### src/rtl/clock_step_ctrl.sv
// Execution-control front end: produces the processor advance enable, either
// every cycle (free-run) or as a burst per debounced button press (step).
module clock_step_ctrl #(
   parameter int DEBOUNCE_CYCLES = 4,
   parameter int STEP_BURST      = 1,
   parameter int CNT_W           = 32
) (
   input  logic             clk,
   input  logic             rst,
   input  logic             clk_step,
   input  logic             clk_select,
   output logic             cpu_en,
   output logic             mode_step,
   output logic [CNT_W-1:0] cycle_count
);
   localparam int DB_W    = $clog2(DEBOUNCE_CYCLES + 1);
   localparam int BURST_W = $clog2(STEP_BURST + 1);

   localparam logic [1:0] HOLD  = 2'd0;
   localparam logic [1:0] RUN   = 2'd1;
   localparam logic [1:0] IDLE  = 2'd2;
   localparam logic [1:0] BURST = 2'd3;

   logic [1:0]         meta_reg;
   logic [1:0]         sync_reg;
   logic               step_sync;
   logic               sel_sync;
   logic               btn_db_reg;
   logic               btn_prev_reg;
   logic               press;
   logic [DB_W-1:0]    db_cnt_reg;
   logic [1:0]         state_reg;
   logic [1:0]         state_next;
   logic [1:0]         hold_cnt_reg;
   logic [BURST_W-1:0] burst_cnt_reg;

   // Bit 0 carries the step button, bit 1 the mode switch.
   always_ff @(posedge clk or posedge rst) begin
      if (rst) begin
         meta_reg <= '0;
         sync_reg <= '0;
      end else begin
         meta_reg <= {clk_select, clk_step};
         sync_reg <= meta_reg;
      end
   end

   assign step_sync = sync_reg[0];
   assign sel_sync  = sync_reg[1];

   // The level flips on the DEBOUNCE_CYCLES-th consecutive differing sample.
   always_ff @(posedge clk or posedge rst) begin
      if (rst) begin
         btn_db_reg   <= 1'b0;
         btn_prev_reg <= 1'b0;
         db_cnt_reg   <= '0;
      end else begin
         btn_prev_reg <= btn_db_reg;
         if (step_sync == btn_db_reg) begin
            db_cnt_reg <= '0;
         end else if (db_cnt_reg == DB_W'(DEBOUNCE_CYCLES - 1)) begin
            btn_db_reg <= step_sync;
            db_cnt_reg <= '0;
         end else begin
            db_cnt_reg <= db_cnt_reg + DB_W'(1);
         end
      end
   end

   assign press = btn_db_reg & ~btn_prev_reg;

   always_comb begin
      state_next = state_reg;
      case (state_reg)
         HOLD: begin
            if (hold_cnt_reg == 2'd2) begin
               state_next = sel_sync ? IDLE : RUN;
            end
         end
         RUN: begin
            if (sel_sync) begin
               state_next = IDLE;
            end
         end
         IDLE: begin
            // A mode change outranks a simultaneous press.
            if (!sel_sync) begin
               state_next = RUN;
            end else if (press) begin
               state_next = BURST;
            end
         end
         BURST: begin
            if (burst_cnt_reg == BURST_W'(1)) begin
               state_next = IDLE;
            end
         end
         default: state_next = HOLD;
      endcase
   end

   always_ff @(posedge clk or posedge rst) begin
      if (rst) begin
         state_reg     <= HOLD;
         hold_cnt_reg  <= '0;
         burst_cnt_reg <= '0;
         cpu_en        <= 1'b0;
         mode_step     <= 1'b0;
         cycle_count   <= '0;
      end else begin
         state_reg   <= state_next;
         cpu_en      <= (state_next == RUN) || (state_next == BURST);
         mode_step   <= (state_next == IDLE) || (state_next == BURST);
         cycle_count <= cycle_count + CNT_W'(cpu_en);
         if ((state_reg == HOLD) && (hold_cnt_reg != 2'd2)) begin
            hold_cnt_reg <= hold_cnt_reg + 2'd1;
         end
         if ((state_reg == IDLE) && (state_next == BURST)) begin
            burst_cnt_reg <= BURST_W'(STEP_BURST);
         end else if (state_reg == BURST) begin
            burst_cnt_reg <= burst_cnt_reg - BURST_W'(1);
         end
      end
   end

endmodule

### config.mk
export PLATFORM = sky130hd
export DESIGN_NAME = clock_step_ctrl
export DESIGN_NICKNAME = d
export VERILOG_FILES = /design/src/rtl/clock_step_ctrl.sv
export SDC_FILE = /design/constraint.sdc
export NUM_CORES = 1
export LEC_CHECK = 0
export CORE_MARGIN = 5
export CORE_UTILIZATION = 35
export CTS_CLUSTER_DIAMETER = 200
export CTS_CLUSTER_SIZE = 12
export DETAILED_ROUTE_END_ITERATION = 12
export GPL_TIMING_DRIVEN = 0
export SLEW_MARGIN = 10
export SYNTH_ARGS = -nofsm -noshare
export SYNTH_HDL_FRONTEND = slang
export SYNTH_SLANG_ARGS = --single-unit
### constraint.sdc
create_clock -name clk -period 1.9 [get_ports clk]
set_input_delay 0.38 -clock clk [delete_from_list [all_inputs] [get_ports clk]]
set_output_delay 0.38 -clock clk [all_outputs]
set_load 0.02 [all_outputs]
==> qor.csv, run 1 <==
stage,metric,value,unit
routing,drtAntennaViolNets,0,
die,design.die.area,7130,um^2
power,power.share.switching,0.3085,
synth,synth_edf_count,0,
die,die_y,84.44,um
synth,mappedNetlistNets,161,
min_path,min-delay-path-class,register to register,
clocking,numClockSinks,47,
routing,number_of_remaining_drc_errors,0,
worst_setup_path,path_cells,clkdlybuf4s50_1,
power,cellLeakagePower,0.001126,uW
synth,synthTopCellsByCount,"47 x sky130_fd_sc_hd__dfrtp_1, 25 x sky130_fd_sc_hd__xnor2_1, 10 x sky130_fd_sc_hd__nand3_1",
final_layout,final_core_utilization,0.4658,
synth,synth.yosys.warnings,0,
timing,final_max_slew_viol_count,0,
worst_setup_path,worstPathRequired,1.52,ns
timing,totalNegativeSetupSlack,0,ns
routing,wirelength,3569,um
final_layout,final-seq-area,1177,um^2
clocking,cts_tree,yes,
die,core,5439,um^2
power,power.clock.fraction,0.231,
die,ios,38,
synth,synth_most_common_cell,sky130_fd_sc_hd__dfrtp_1,
synth,syn-cell-area,1939,um^2
clocking,numCtsBuffers,5,
place,place_inst,263,
final_layout,largest_register_ffs,32,
worst_setup_path,critPathSlowestCell,sky130_fd_sc_hd__clkdlybuf4s50_1,
global_routing,number_of_antenna_violations_at_the_first_check_in_global_routing,0,
timing,maxClockFrequency,554.8,MHz
global_routing,grt.total_usage,0.1091,
synth,synth.top_cell.area_share,0.6065,
clocking,clock_tree.buffer_depth,2,
die,initial_utilization,0.3566,
global_routing,grt_start_max_net_pins,33,
synth,synth.area.top_cells,"sky130_fd_sc_hd__dfrtp_1 61%, sky130_fd_sc_hd__xnor2_1 11%, sky130_fd_sc_hd__xor2_1 3.2%, sky130_fd_sc_hd__nand4_1 2.9%, sky130_fd_sc_hd__ha_1 2.6%",
timing,setup_repair_after_global_routing_missed_its_margin,yes,
final_layout,fin_cells,274,
worst_setup_path,cell_family_with_most_cp_delay,buffers and inverters,
final_layout,layout_stage_area_growth_over_the_synthesis_result,30.65,%
worst_setup_path,worst_setup_end_kind,output pin,
final_layout,fillers,518,
timing,post-route-period-util,0.9487,
synth,synth_top_area_cell,sky130_fd_sc_hd__dfrtp_1,
power,p_seq_frac,0.521,
die,floorplan.rows,27,
routing,wire_per_inst,13.03,um
synth,synthArstFlopShare,1.000,
final_layout,multiInputGateArea,752.0,um^2
routing,vias_per_cell,4.646,
global_routing,grt_first_pass_wirelength,6189,um
timing,skew,0.005156,ns
power,power.density_cell_area,983.9,nW/um^2
final_layout,insertedDiodeCount,0,
final_layout,post_route_cells_drive_above_1_share,0.1089,
place,dp_hpwl,2495,um
routing,detail_route.iter0.violations,56,
global_routing,grt_pass1_vias,1285,
worst_setup_path,setup.worst_path.class,register to output pin,
global_routing,gr-total-overflow,0,
place,place.gp.congestion,0.7282,
synth,syn_inst,153,
clocking,htreeDepth,2,
timing,slew_headroom,0.5664,
power,comb_power_share,0.248,
place,io_buffer_count,37,
run,max_cap_viol_count,0,
routing,detail_route.first_pass.iterations,3,
clocking,hold_buffers,0,
power,internal-power,1724,uW
worst_setup_path,critical_path.startpoint_type,register,
synth,ys_seq_elements,47,
die,fp.dieW,84.44,um
final_layout,finish.net_count,209,
worst_setup_path,critPathMaxFanout,6,
worst_setup_path,critPathMaxStageDelay,0.65,ns
power,net-switching-power,769.0,uW
worst_setup_path,cp.arrival,1.42,ns
timing,setup_violations,0,
synth,syn_avg_cell_area,12.68,um^2
timing,slew_of_the_pin_with_the_lowest_slew_margin,0.6455,ns
clocking,clk-insertion-delay-late,0.30,ns
timing,timing.final.crit_period,1.802,ns
power,finalPower,2493,uW
synth,ys_dominant_reg_cell,sky130_fd_sc_hd__dfrtp_1,
clocking,worst_setup_hold_path_clk_slew,0.08,ns
routing,dr_total_vias,1273,
timing,finalHoldViolCount,0,
synth,ys_types,25,
synth,yosysSeqAreaShare,0.6065,
clocking,ctsRootBufferMaster,sky130_fd_sc_hd__clkbuf_8,
outcome,run_status,"finished, final reports clean",
worst_setup_path,timing.critical_path.buf_inv,1,
power,vdd_ir_drop_max,0.0004734,V
[path summary, 6_finish.rpt]
path,start,end,slack [ns],depth (start not counted)
min,meta_reg[1],sync_reg[1],0.35,0
max reg2reg,cpu_en,cycle_count[18],0.13,7
max,cycle_count[7],cycle_count[7],0.1,1
min reg2reg,meta_reg[1],sync_reg[1],0.35,0
max in group asynchronous,rst,cycle_count[4],1.06,3
min in group asynchronous,rst,db_cnt_reg[1],0.36,2
[cell families (layout without fill, tap and decap cells)]
kind of cell	after synthesis	after routing	synth area share
xor+xnor	32	32	0.1445
simple gates	59	59	0.1910
buf+inv	4	53	0.008384
flops	47	47	0.6065
compound gates	6	6	0.01806
mux	1	1	0.005806
fa+ha+maj	4	4	0.02581
[power by group through the flow]
stage	sequential (uW)	combinational, uW	clock, uW
2_1_floorplan	1410	237	0
3_3_place_gp	1320	574	0
3_5_place_dp	1320	599	0
4_1_cts	1310	601	607
5_1_grt	1330	680	641
6_report	1300	618	576
[cell usage in the layout, fill, tap and decap left out, drive strengths merged]
cell type / n
nor3b: 1
nand2: 8
clkinv: 1
nand4: 11
mux2: 1
buf: 5
a21o: 1
xor2: 7
clkinvlp: 1
clkbuf: 7
dfrtp: 47
nor3: 4
o21ai: 1
a21oi: 3
nor4: 2
nor2b: 3
and3: 8
and4: 3
nor2: 9
nand3: 10
xnor2: 25
a211oi: 1
ha: 4
clkdlybuf4s50: 37
inv: 2
[per-layer routing]
layer  vias to the layer above  wire [um]  track usage
li1                        623          -            -
met1                       615       1711       0.1387
met2                        30       1558       0.1628
met3                         5        242      0.04711
met4                         0         57      0.04604
met5                         -          0            0
[through the flow]
step	area, um^2	hold WS (ns)	setup WS, ns
global placement	2400	0.3327	-0.5444
detailed placement	2420	0.3379	-0.1406
CTS	2521	0.3586	0.03065
floorplan	1939	0.3312	0.09250
global route	2534	0.3762	-0.005331
finish	2534	0.3544	0.09750
[timing repair]
action | CTS | global route
endpoints found under the setup margin | 16 | 15
buffers inserted | 2 | 1
pin swaps | 2 | 0
gates resized for setup | 1 | 2
[layout make-up]
class | instances | share of cell area
timing repair buffer | 41 | 0.1630
buffer | 2 | 0.003457
multi-input combinational | 102 | 0.2968
tap | 72 | 0.03556
inverter | 2 | 0.002963
clock buffer | 6 | 0.02864
clock inverter | 2 | 0.004938
sequential | 47 | 0.4647
No activity file was read; power rests on OpenSTA's default activity.
==> run 2: changes to the inputs <==
--- a/config.mk
+++ b/config.mk
@@ -6,11 +6,12 @@
 export NUM_CORES = 1
 export LEC_CHECK = 0
 export CORE_MARGIN = 5
-export CORE_UTILIZATION = 35
+export CORE_UTILIZATION = 50
 export CTS_CLUSTER_DIAMETER = 200
 export CTS_CLUSTER_SIZE = 12
 export DETAILED_ROUTE_END_ITERATION = 12
 export GPL_TIMING_DRIVEN = 0
+export PLACE_DENSITY = 0.78
 export SLEW_MARGIN = 10
 export SYNTH_ARGS = -nofsm -noshare
 export SYNTH_HDL_FRONTEND = slang
==> run 2 against run 1 <==
Compared with the run above: maximum frequency is 0.88% lower; core utilization rose by 22 points; wire length is 4.8% higher; largest cell class unchanged; cell count fell by 8.4%; die area is 27% lower; worst setup slack worse by 0.016 ns; combinational power is 3% lower; clock power rose by 23%; largest power group unchanged; sequential power is essentially flat; hold slack worse by 0.058 ns; non-clock buffer count is 1 higher; power up 5.1%.
==> qor.csv, run 2 (synthesized netlist as in run 1, its figures left out) <==
stage,metric,value,unit,change
outcome,run_status,"finished, final reports clean",,unchanged
final_layout,fillers,283,,was 518
timing,timing.final.crit_period,1.818,ns,was 1.802 ns
power,power.density_cell_area,1032,nW/um^2,was 983.9 nW/um^2
final_layout,layout_commonest_cell,sky130_fd_sc_hd__dfrtp_1,,unchanged
power,cellLeakagePower,0.001149,uW,was 0.001126 uW
routing,dr_total_vias,1306,,was 1273
place,place.gp.congestion,0.7762,,was 0.7282
min_path,min-delay-path-class,input port to async pin,,was register to register
timing,final_max_slew_viol_count,0,,unchanged
final_layout,post_route_cells_drive_above_1_share,0.1182,,was 0.1089
run,max_cap_viol_count,0,,unchanged
timing,post-route-period-util,0.9571,,was 0.9487
worst_setup_path,critical_path.reg2reg.endpoint,cycle_count[25],,was cycle_count[18]
global_routing,grt_start_max_net_pins,42,,was 33
clocking,numClockSinks,47,,unchanged
worst_setup_path,critPathSlowestCell,sky130_fd_sc_hd__clkdlybuf4s50_1,,unchanged
place,io_buffer_count,37,,unchanged
worst_setup_path,crit-reg2reg-launch,cpu_en,,unchanged
global_routing,gr-total-overflow,0,,unchanged
power,power.clock.fraction,0.271,,was 0.231
worst_setup_path,cp.arrival,1.44,ns,was 1.42 ns
timing,totalNegativeSetupSlack,0,ns,unchanged
routing,number_of_remaining_drc_errors,0,,unchanged
routing,detail_route.iter0.violations,71,,was 56
worst_setup_path,critPathMaxStageDelay,0.66,ns,was 0.65 ns
worst_setup_path,timing.critical_path.buf_inv,1,,unchanged
global_routing,grt.total_usage,0.1550,,was 0.1091
timing,slew_of_the_pin_with_the_lowest_slew_margin,0.6305,ns,was 0.6455 ns
final_layout,finish.net_count,210,,was 209
timing,maxClockFrequency,549.9,MHz,was 554.8 MHz
final_layout,layout.cells.most_common_list,"46 x sky130_fd_sc_hd__dfrtp_1, 37 x sky130_fd_sc_hd__clkdlybuf4s50_1, 25 x sky130_fd_sc_hd__xnor2_1",,unchanged
timing,finalHoldViolCount,0,,unchanged
timing,skew,0.005996,ns,was 0.005156 ns
clocking,cts_tree,yes,,unchanged
worst_setup_path,path_cells,clkdlybuf4s50_1,,unchanged
final_layout,layout.cell_area.non_filler,2539,um^2,was 2534 um^2
die,ios,38,,unchanged
worst_setup_path,setup.worst_path.class,register to output pin,,unchanged
clocking,clock_tree.buffer_depth,2,,unchanged
die,fp.dieW,72.28,um,was 84.44 um
worst_setup_path,worstPathRequired,1.52,ns,about the same
global_routing,grt_first_pass_wirelength,6306,um,was 6189 um
die,initial_utilization,0.5219,,was 0.3566
routing,wire_per_inst,14.90,um,was 13.03 um
clocking,htreeDepth,2,,unchanged
power,power.share.switching,0.2956,,was 0.3085
clocking,clk-insertion-delay-late,0.29,ns,was 0.30 ns
place,dp_hpwl,2692,um,was 2495 um
die,floorplan.rows,22,,was 27
worst_setup_path,worst_setup_end_kind,output pin,,unchanged
routing,vias_per_cell,5.203,,was 4.646
global_routing,number_of_antenna_violations_at_the_first_check_in_global_routing,0,,unchanged
place,postPlaceCellArea,2390,um^2,was 2420 um^2
worst_setup_path,cell_family_with_most_cp_delay,buffers and inverters,,unchanged
die,core,3716,um^2,was 5439 um^2
routing,drtAntennaViolNets,0,,unchanged
routing,wirelength,3740,um,was 3569 um
power,p_seq_frac,0.500,,was 0.521
timing,setup_repair_after_global_routing_missed_its_margin,yes,,unchanged
timing,slew_headroom,0.5764,,was 0.5664
worst_setup_path,worst-r2r-cell-count,6,,was 7
final_layout,fin_cells,251,,was 274
final_layout,insertedDiodeCount,0,,unchanged
power,net-switching-power,774.4,uW,was 769.0 uW
clocking,worst_setup_hold_path_clk_slew,0.08,ns,about the same
power,comb_power_share,0.229,,was 0.248
clocking,numCtsBuffers,5,,unchanged
routing,detail_route.first_pass.iterations,4,,was 3
clocking,hold_buffers,0,,unchanged
place,place_inst,239,,was 263
power,vdd_ir_drop_max,0.0007485,V,was 0.0004734 V
clocking,ctsRootBufferMaster,sky130_fd_sc_hd__clkbuf_8,,unchanged
die,design.die.area,5224,um^2,was 7130 um^2
power,internal-power,1845,uW,was 1724 uW
worst_setup_path,critical_path.startpoint_type,register,,unchanged
final_layout,largest_register_ffs,32,,unchanged
timing,setup_violations,0,,unchanged
final_layout,layout_stage_area_growth_over_the_synthesis_result,30.90,%,was 30.65%
global_routing,grt_pass1_vias,1359,,was 1285
die,die_y,72.28,um,was 84.44 um
worst_setup_path,critPathMaxFanout,6,,unchanged
worst_setup_path,register_to_register_path_setup_slack,0.09,ns,was 0.13 ns
run 2: cell types whose count changed in the layout (fill, tap and decap cells not counted), sizes merged:
cell      before  now
buf            5    6
clkinv         1    2
clkbuf         7    6
clkinvlp       1    0
bufinv         0    1
run 2: final cells by class:
| class | instances | area (um^2) | share of cell area |
|---|---|---|---|
| tap | 48 | 60.06 | 0.02366 |
| timing repair buffer | 42 | 420.4 | 0.1656 |
| buffer | 2 | 8.758 | 0.003450 |
| sequential | 47 | 1177 | 0.4638 |
| inverter | 2 | 7.507 | 0.002957 |
| clock buffer | 5 | 68.82 | 0.02711 |
| multi-input combinational | 102 | 752.0 | 0.2962 |
| clock inverter | 3 | 43.79 | 0.01725 |
run 2: power by group through the flow:
stage               sequential [uW]  clock (uW)  combinational [uW]
floorplan                      1410           0                 237
global placement               1320           0                 569
detailed placement             1330           0                 600
CTS                            1310         728                 603
global route                   1330         771                 652
finish                         1310         710                 600
run 2: metrics by stage:
| step | setup slack [ns] | util | hold slack (ns) | total power (uW) |
|---|---|---|---|---|
| after global routing | -0.03591 | 0.6832 | 0.2940 | 2757 |
| final | 0.08152 | 0.6832 | 0.2961 | 2620 |
| after detailed placement | -0.1339 | 0.6431 | 0.3394 | 1930 |
| after CTS | 0.007636 | 0.6774 | 0.2892 | 2640 |
| after floorplan | 0.09250 | - | 0.3312 | 1646 |
| after global placement | -0.3828 | 0.6377 | 0.3329 | 1884 |
run 2: timing repair:
action                     4_1_cts  5_1_grt
pin swaps                        1        1
setup endpoints to repair        9       16
setup buffers                    2        2
gates resized for setup          0        3
run 2: layer usage:
metal | wire length [um] | GRT usage
met5 | 0 | 0
met4 | 14 | 0.03549
met3 | 197 | 0.04848
met2 | 1848 | 0.2578
met1 | 1679 | 0.1984
run 2: worst max path at each step:
stage | from | to | cells after the start
2_1_floorplan | cpu_en | cycle_count[27] | 5
3_3_place_gp | rst | cycle_count[10] | 2
3_5_place_dp | cpu_en | cycle_count[25] | 5
4_1_cts | cpu_en | cycle_count[20] | 6
5_1_grt | cpu_en | cycle_count[22] | 7
6_report | cycle_count[7] | cycle_count[7] | 1
